--- config.mk ---
export PLATFORM = sky130hd
export DESIGN_NAME = branch_resolve_unit
export DESIGN_NICKNAME = d
export VERILOG_FILES = /design/src/rtl/branch_resolve_unit.sv
export SDC_FILE = /design/constraint.sdc
export NUM_CORES = 1
export LEC_CHECK = 0
export BUFFER_PORTS_ARGS = -buffer_cell sky130_fd_sc_hd__buf_2
export CAP_MARGIN = 20
export CORE_AREA = 2 2 93 95
export DETAILED_ROUTE_END_ITERATION = 16
export DIE_AREA = 0 0 95 97
export GPL_ROUTABILITY_DRIVEN = 0
export GPL_TIMING_DRIVEN = 0
export PLACE_DENSITY = 0.77
export RECOVER_POWER = 50
export SETUP_SLACK_MARGIN = 0.5
export SYNTH_ARGS = -nofsm -noshare
export SYNTH_HDL_FRONTEND = slang
export SYNTH_SLANG_ARGS = --single-unit
--- constraint.sdc ---
create_clock -name clk -period 3.5 [get_ports clk]
set_input_delay 0.175 -clock clk [delete_from_list [all_inputs] [get_ports clk]]
set_output_delay 0.175 -clock clk [all_outputs]
set_load 0.005 [all_outputs]
--- src/rtl/branch_resolve_unit.sv ---
// Execute-stage branch resolver: decides BRCC/BRCS/BREQ/BRN/BRNE/CALL/RET-family outcomes,
// maintains a circular return-address stack, and flags mispredictions with a corrected PC.
module branch_resolve_unit #(
  parameter  int ADDR_W    = 10,
  parameter  int RAS_DEPTH = 8,
  localparam int CNT_W     = $clog2(RAS_DEPTH + 1)
) (
  input  logic              clk,
  input  logic              rst,
  input  logic              stall,
  input  logic              valid,
  input  logic [3:0]        branch_type,
  input  logic              c,
  input  logic              z,
  input  logic [ADDR_W-1:0] pc,
  input  logic [ADDR_W-1:0] target,
  input  logic              pred_taken,
  output logic              br_taken,
  output logic              flush,
  output logic [ADDR_W-1:0] next_pc,
  output logic              int_en_set,
  output logic              int_en_clr,
  output logic [CNT_W-1:0]  ras_count,
  output logic              ras_ovf,
  output logic              ras_unf
);

  localparam int PTR_W = $clog2(RAS_DEPTH);

  typedef enum logic [3:0] {
    BT_NONE  = 4'h0,
    BT_BRCC  = 4'h1,
    BT_BRCS  = 4'h2,
    BT_BREQ  = 4'h3,
    BT_BRN   = 4'h4,
    BT_BRNE  = 4'h5,
    BT_CALL  = 4'h6,
    BT_RET   = 4'h7,
    BT_RETID = 4'h8,
    BT_RETIE = 4'h9
  } br_type_e;

  typedef enum logic {RUN, SHADOW} state_e;

  state_e state, state_nxt;

  logic [ADDR_W-1:0] ras_mem [RAS_DEPTH];
  logic [PTR_W-1:0]  ras_ptr;   // next slot to write; top of stack is ras_ptr-1
  logic [CNT_W-1:0]  ras_cnt;

  logic              taken, is_call, is_ret;
  logic              act, mispredict;
  logic              ras_empty, ras_full;
  logic [ADDR_W-1:0] pc_inc, ras_top, sel_target, resolved_pc;

  // Instruction decode
  always_comb begin
    taken   = 1'b0;
    is_call = 1'b0;
    is_ret  = 1'b0;
    case (branch_type)
      BT_BRCC:                      taken = ~c;
      BT_BRCS:                      taken = c;
      BT_BREQ:                      taken = z;
      BT_BRNE:                      taken = ~z;
      BT_BRN:                       taken = 1'b1;
      BT_CALL:  begin taken = 1'b1; is_call = 1'b1; end
      BT_RET, BT_RETID, BT_RETIE:
                begin taken = 1'b1; is_ret  = 1'b1; end
      default:                      taken = 1'b0;
    endcase
  end

  assign pc_inc    = pc + ADDR_W'(1);
  assign ras_empty = (ras_cnt == '0);
  assign ras_full  = (ras_cnt == CNT_W'(RAS_DEPTH));
  assign ras_top   = ras_mem[ras_ptr - PTR_W'(1)];
  assign ras_count = ras_cnt;

  // FSM state register
  always_ff @(posedge clk or posedge rst) begin
    if (rst) state <= RUN;
    // NOTE: sequential state uses non-blocking (<=) so every flop samples pre-edge values.
    else     state <= state_nxt;
  end

  // FSM next state: the slot after a flush is on the wrong path and is discarded
  always_comb begin
    state_nxt = state;
    if (!stall) begin
      case (state)
        RUN:     state_nxt = mispredict ? SHADOW : RUN;
        SHADOW:  state_nxt = RUN;
        default: state_nxt = RUN;
      endcase
    end
  end

  // FSM outputs: effective-instruction qualification and resolution
  always_comb begin
    // NOTE: every combinational output gets a default first so no latch is inferred.
    act         = valid & ~stall & (state == RUN);
    mispredict  = act & (taken != pred_taken);
    sel_target  = target;
    if (is_ret) sel_target = ras_empty ? '0 : ras_top;
    resolved_pc = taken ? sel_target : pc_inc;
  end

  always_ff @(posedge clk or posedge rst) begin
    if (rst) begin
      br_taken   <= 1'b0;
      flush      <= 1'b0;
      next_pc    <= '0;
      int_en_set <= 1'b0;
      int_en_clr <= 1'b0;
    end else if (!stall) begin
      br_taken   <= act & taken;
      flush      <= mispredict;
      int_en_set <= act & (branch_type == BT_RETIE);
      int_en_clr <= act & (branch_type == BT_RETID);
      if (act) next_pc <= resolved_pc;
    end
  end

  // Stack bookkeeping; a push while full wraps onto the oldest entry
  always_ff @(posedge clk or posedge rst) begin
    if (rst) begin
      ras_ptr <= '0;
      ras_cnt <= '0;
      ras_ovf <= 1'b0;
      ras_unf <= 1'b0;
    end else if (act) begin
      if (is_call) begin
        ras_ptr <= ras_ptr + PTR_W'(1);
        if (ras_full) ras_ovf <= 1'b1;
        else          ras_cnt <= ras_cnt + CNT_W'(1);
      end else if (is_ret) begin
        if (ras_empty) begin
          ras_unf <= 1'b1;
        end else begin
          ras_ptr <= ras_ptr - PTR_W'(1);
          ras_cnt <= ras_cnt - CNT_W'(1);
        end
      end
    end
  end

  // NOTE: the stack storage is left unreset; pointer and count fully define which entries are live.
  always_ff @(posedge clk) begin
    if (act && is_call) ras_mem[ras_ptr] <= pc_inc;
  end

endmodule

# Word level (Yosys, flattened, before mapping)

Memory sizes are Yosys's and may differ from the RTL's.
Index checks and enable logic that the tools add are counted.

Bitwise logic cells: 11
$add $sub $neg: 5
Multiply operators: 0
Equality and inequality tests: 13
Muxes and demuxes: 17
Magnitude comparators: 0
Divide/modulo/power cells: 0
Shifts and indexed selects: 0
Reductions and logical operators: 10

Operators with widths:

| kind                                                 | count |
|---|---|
| 2-to-1 mux 10 bit                                    | 3 |
| equality test 4 x 3 -> 1 bit (second input constant) | 4 |
| 2-to-1 mux 4 bit                                     | 4 |
| equality test 4 bit (second input constant)          | 3 |
| adder 10 x 1 -> 10 bit (second input constant)       | 1 |
| 2-to-1 mux 3 bit                                     | 3 |
| equality test 4 x 2 -> 1 bit (second input constant) | 2 |
| AND reduction 4 bit                                  | 2 |
| bitwise AND 1 bit                                    | 6 |
| AND reduction 3 bit                                  | 2 |
| 2-to-1 mux 1 bit                                     | 5 |
| NOT 1 bit                                            | 5 |
| one-hot mux 1 bit (5 select lines)                   | 1 |
| OR reduction 5 bit                                   | 1 |
| adder 4 x 1 -> 4 bit (second input constant)         | 1 |
| equality test 4 x 1 -> 1 bit (second input constant) | 1 |
| zero test 4 bit                                      | 1 |
| != test 2 bit (second input constant)                | 2 |
| subtractor 4 x 1 -> 4 bit (second input constant)    | 1 |
| adder 3 x 1 -> 3 bit (second input constant)         | 1 |
| OR reduction 3 bit                                   | 1 |
| subtractor 3 x 1 -> 3 bit (second input constant)    | 1 |
| one-hot mux 1 bit (2 select lines)                   | 1 |
| AND reduction 2 bit                                  | 1 |
| other kinds (3)                                      | 3 |

Input port bits: 31
Memories: 1
Word-level logic and storage cells: 67
Bits in latches: 0
RAM bits: 80
Output and inout port bits: 20
Register bits: 24
Memory bits (read-only): 0

Memory list:

| memory  | depth | width | read ports | clocked after Yosys merged registers in | wr ports | RTL line | source |
|---|---|---|---|---|---|---|---|
| ras_mem | 8     | 10    | 1          | 0                                       | 1        | 47       | `logic [ADDR_W-1:0] ras_mem [RAS_DEPTH];` |

# Depth between registers and ports, before layout

Depth in word-level cells: 7
Depth in mapped cells: 9
Gate-level depth less buffers: 7

# Least setup slack after synthesis

OpenSTA, ideal clock, no wires.

Kind: register to register
From: register state
To: memory ras_mem[0][0], enable pin
Path slack: 925 ps
Path buffers: 1
Setup time: 404 ps
Required time: 3096 ps
Arrival: 2171 ps
Stages on the path, launching flop included: 5
Period minus slack after synthesis: 2575 ps
Path through: dfrtp_1 > or3b_1 > or2_1 > clkbuf_1 > nor4_1

Cells in the longest elaborated chain, start to end: 5

Ends and longest elaborated chain:

| item                                   | RTL line | source |
|---|---|---|
| from (decl)                            | 45       | `state_e state, state_nxt;` |
| from (signal assigned)                 | 84       | `else state <= state_nxt;` |
| NOT 1 bit                              | 102      | `act = valid & ~stall & (state == RUN);` |
| bitwise AND 1 bit                      | 102      |  |
| logical AND 1 bit                      | 150      | `if (act && is_call) ras_mem[ras_ptr] <= pc_inc;` |
| 2-to-1 mux 1 bit                       | 150      |  |
| 2-to-1 mux 1 bit (implied by the code) | 150      |  |
| to (decl)                              | 47       |  |

No other way between the ends.

# Worst setup path after layout

From: register ras_ptr[0]
To: register next_pc[0]

Cells in the longest elaborated chain, start to end: 5

Ends and longest elaborated chain:

| item                            | RTL line | source |
|---|---|---|
| from (decl)                     | 48       | `logic [PTR_W-1:0] ras_ptr;` |
| from (signal assigned)          | 134      | `ras_ptr <= ras_ptr + PTR_W'(1);` |
| from (signal assigned)          | 141      | `ras_ptr <= ras_ptr - PTR_W'(1);` |
| subtractor 3 x 1 -> 3 bit       | 77       | `assign ras_top = ras_mem[ras_ptr - PTR_W'(1)];` |
| memory read (8 x 10 bit)        | n/a      |  |
| 2-to-1 mux 10 bit (2 in series) | 105      | `if (is_ret) sel_target = ras_empty ? '0 : ras_top;` |
| 2-to-1 mux 10 bit               | 106      | `resolved_pc = taken ? sel_target : pc_inc;` |
| to (signal assigned)            | 121      | `if (act) next_pc <= resolved_pc;` |
| to (decl)                       | 20       | `output logic [ADDR_W-1:0] next_pc,` |

No other way between the ends.
A chain may end at the register's enable or synchronous reset.

==> metrics.md <==
| Metric | Value |
|---|---|
| Outcome | `complete, but fails checks` |
| Failing checks | `negative hold slack` |
| Starting DRT DRC Count | `220` |
| Cells after Synth | `300` |
| Worst VDD drop | `~330 uV` |
| Worst Path Arrival | `3.04 ns` |
| EDFF count, synth | `80` |
| Vias in the first global route | `about 2700` |
| First-pass GRT wire length | `approximately 15000 um` |
| Setup CP Type | `flop to flop` |
| Hold Violations, Final | `5` |
| FMAX | `roughly 360 MHz` |
| Worst setup margin | `0.704 ns` |
| Total GRT Usage | `21.3%` |
| Synth cell types | `50` |
| Slew Viols, Final | `0` |
| Count leader, synth | `edfxtp_1` |
| CTS tree | `yes` |
| Post-synth top cells | `80 x edfxtp_1, 33 x nand2_1, 24 x dfrtp_1, 20 x mux4_2, 19 x nor2_1` |
| Critical path buffers and inverters | `4` |
| Switching share of power | `33.2%` |
| Worst min-delay path class | `input pin to async pin` |
| Grt ovf | `0` |
| Mean post-synth cell area | `~15 um^2` |
| Max-cap viol count | `0` |
| Sequential share of power | `between 40% and 50%` |
| Synthesis-to-layout area growth | `13.8%` |
| Clock power share | `19.5%` |
| Die span in x | `95 um` |
| Worst path cell trace | `clkbuf_4 > inv_1 > ha_1 > buf_4 > inv_4 > mux4_2 > mux2_2 > a22oi_1 > o21ai_1` |
| Yosys Warn Count | `0` |
| Vias per cell | `approximately 6` |
| Skew final | `about 0.011 ns` |
| Share of the synthesized area in the top cell type | `52.0%` |
| Synth area leaders | `edfxtp_1 52%, dfrtp_1 13%, mux4_2 9.8%` |
| Post-synthesis cell area | `around 0.0046 mm^2` |
| Total wire length | `about 9200 um` |
| N_diodes | `0` |
| Share of flip-flops with an asynchronous set or reset | `a little under a quarter` |
| Final instance area | `approximately 0.0053 mm^2` |
| Min Tclk post-route | `2.80 ns` |
| Post-CTS Hold Fix Bufs | `0` |
| Drt drc | `0` |
| Post-DP Area | `0.00506 mm^2` |
| Clock-pin transition on the worst setup and hold timing paths | `0.10 ns` |
| Sequential-to-total area share from yosys stat | `between 60% and 70%` |
| Worst EP required | `about 3.8 ns` |
| Setup TNS | `0 ns` |
| Period utilization | `79.9%` |
| Vias | `between 2000 and 3000` |
| Die ar. | `0.00922 mm^2` |
| DP HPWL | `~6700 um` |
| Top Ports | `51` |
| Crit-path slowest cell | `dfrtp_1` |
| Max transition margin | `between 20% and 30%` |
| Setup violators final | `0` |
| Max stage delay on crit path | `about 0.53 ns` |
| DR WL/cell | `19.3 um` |
| # port buffers | `50` |
| Post-synth top area cell | `edfxtp_1` |
| Comb pwr share | `roughly 37%` |
| Fin Hold WS | `-0.00114 ns` |
| CP Capture Type | `flop` |
| Sw Pwr | `about 1.2 mW` |
| Clock Tree Buf Depth | `2` |
| Synth Flop Type | `edfxtp_1` |
| Syn Nets | `337` |
| CP startpoint kind | `flop` |
| CTS H-tree depth | `3` |
| Die Y-Extent | `97 um` |
| Antenna Nets Post-Route | `0` |
| Worst skew pair latency | `around 0.36 ns` |
| Worst-Margin Slew | `1.05 ns` |
| Core area | `a little over 0.008 mm^2` |
| Initial antenna violation count | `0` |
| Top delay family on crit path | `multiplexers` |
| Number of synthesized register bits | `~100` |
| Starting Density | `a little under three fifths` |
| Leakage power | `approximately 1.9 nW` |
| CTS buffer count | `9` |
| Fin nets | `roughly 400` |
| Pint | `2.35 mW` |
| Crit-path max FO | `10` |
| Clock root cell | `clkbuf_8` |
| Pre-CTS WS | `roughly 0.65 ns` |
| Core Rows | `33` |
| Cell area power density | `between 600 and 700 mW/mm^2` |
| Unrepaired setup endpoints after global routing | `no` |
| First drt pass iteration count | `4` |
| Clock sinks | `between 100 and 150` |
| Final Power | `roughly 3.5 mW` |
| Maximum number of pins on one net before global-route repair | `25` |
| Layout cell share with drive strength beyond 1 | `29.0%` |
## registers in the layout, indices dropped and copies added (netlist names), 3 cells and up
| register | count |
|---|---|
| next_pc | 10 |
| ras_count | 4 |
| ras_ptr | 3 |
| ras_mem | 80 |
## layout make-up
type                       instances  area (um^2)
multi-input combinational        178         1530
fill                             562         2880
tap                              105          131
clock inverter                     6         52.6
inverter                           5         21.3
sequential                       104         3000
clock buffer                      10          128
timing repair buffer              56          300
buffer                            13         82.6
## metal layers
layer  up-vias  track usage, %  routed length, um
li1       1290               -                  -
met1      1416            30.6               4090
met2       100            33.6               4400
met3         8            4.60                617
met4         0            5.46                 83
met5         -               0                  0
## worst reg2reg max path: stages, from the launching register on
cell and delay [ns]:
dfrtp_1 0.53, clkbuf_4 0.32, inv_1 0.15, ha_1 0.31
buf_4 0.18, inv_4 0.13, mux4_2 0.51, mux2_2 0.30
a22oi_1 0.17, o21ai_1 0.09
## logic make-up after synthesis
family | count (synthesis) | synth area share (%)
adder cells (fa/ha/maj) | 6 | 1.79
AO/OA/AOI/OAI | 45 | 6.97
XOR/XNOR | 14 | 2.82
multiplexers | 35 | 13.1
AND/OR/NAND/NOR | 78 | 8.02
buffers and inverters | 18 | 2.20
flip-flops | 104 | 65.1
## power by group through the flow
| stage | sequential, mW | combinational, mW | clock (mW) |
|---|---|---|---|
| 3_3_place_gp | 1.54 | 1.30 | 0 |
| 4_1_cts | 1.51 | 1.34 | 0.692 |
| 6_report | 1.51 | 1.32 | 0.685 |
| 5_1_grt | 1.53 | 1.46 | 0.741 |
| 2_1_floorplan | 1.53 | 0.996 | 0 |
| 3_5_place_dp | 1.54 | 1.34 | 0 |
## through the flow
stage / hold slack [ns] / utilization (%) / cells
after CTS: 0.0166 / 64.5 / 475
after detailed placement: 0.421 / 62.3 / 459
after global routing: 0.0692 / 64.6 / 477
final: -0.00114 / 64.6 / 477
after floorplan: 0.190 / - / 300
after global placement: 0.403 / 61.4 / 455
## placed cells by master, fill, tap and decap left out, types with 3 or more instances in the layout
master and n:
edfxtp_1 80, dfrtp_1 24, a2bb2oi_1 4, mux4_2 20, mux2i_1 10, nor3_2 4, buf_4 3, a211oi_1 4
o21bai_1 3, nand3_1 6, xor2_1 6, xnor2_1 7, o21ai_1 10, clkbuf_1 14, buf_2 45, nand2_1 33
buf_6 7, mux2_1 3, inv_1 4, o21ai_0 8, clkbuf_8 9, ha_1 5, nor2_1 19
## repair_timing
item,CTS,global route
endpoints found under the setup margin,0,1
setup buffers,0,0
endpoints found under the hold margin,0,0
resized for setup,0,1
## worst paths after layout
path	from	slack (ns)	end	depth (start not counted)
hold reg to reg	ras_unf	0.49	ras_unf	1
min in group clk	branch_type[0]	0.06	int_en_clr	2
setup reg to reg	ras_ptr[0]	0.70	next_pc[0]	9
setup / recovery	ras_ptr[0]	0.70	next_pc[0]	9
hold / removal	rst	-0.001	ras_unf	2
max in group asynchronous	rst	2.94	ras_ptr[1]	2
(Power assumes the default switching activity.)
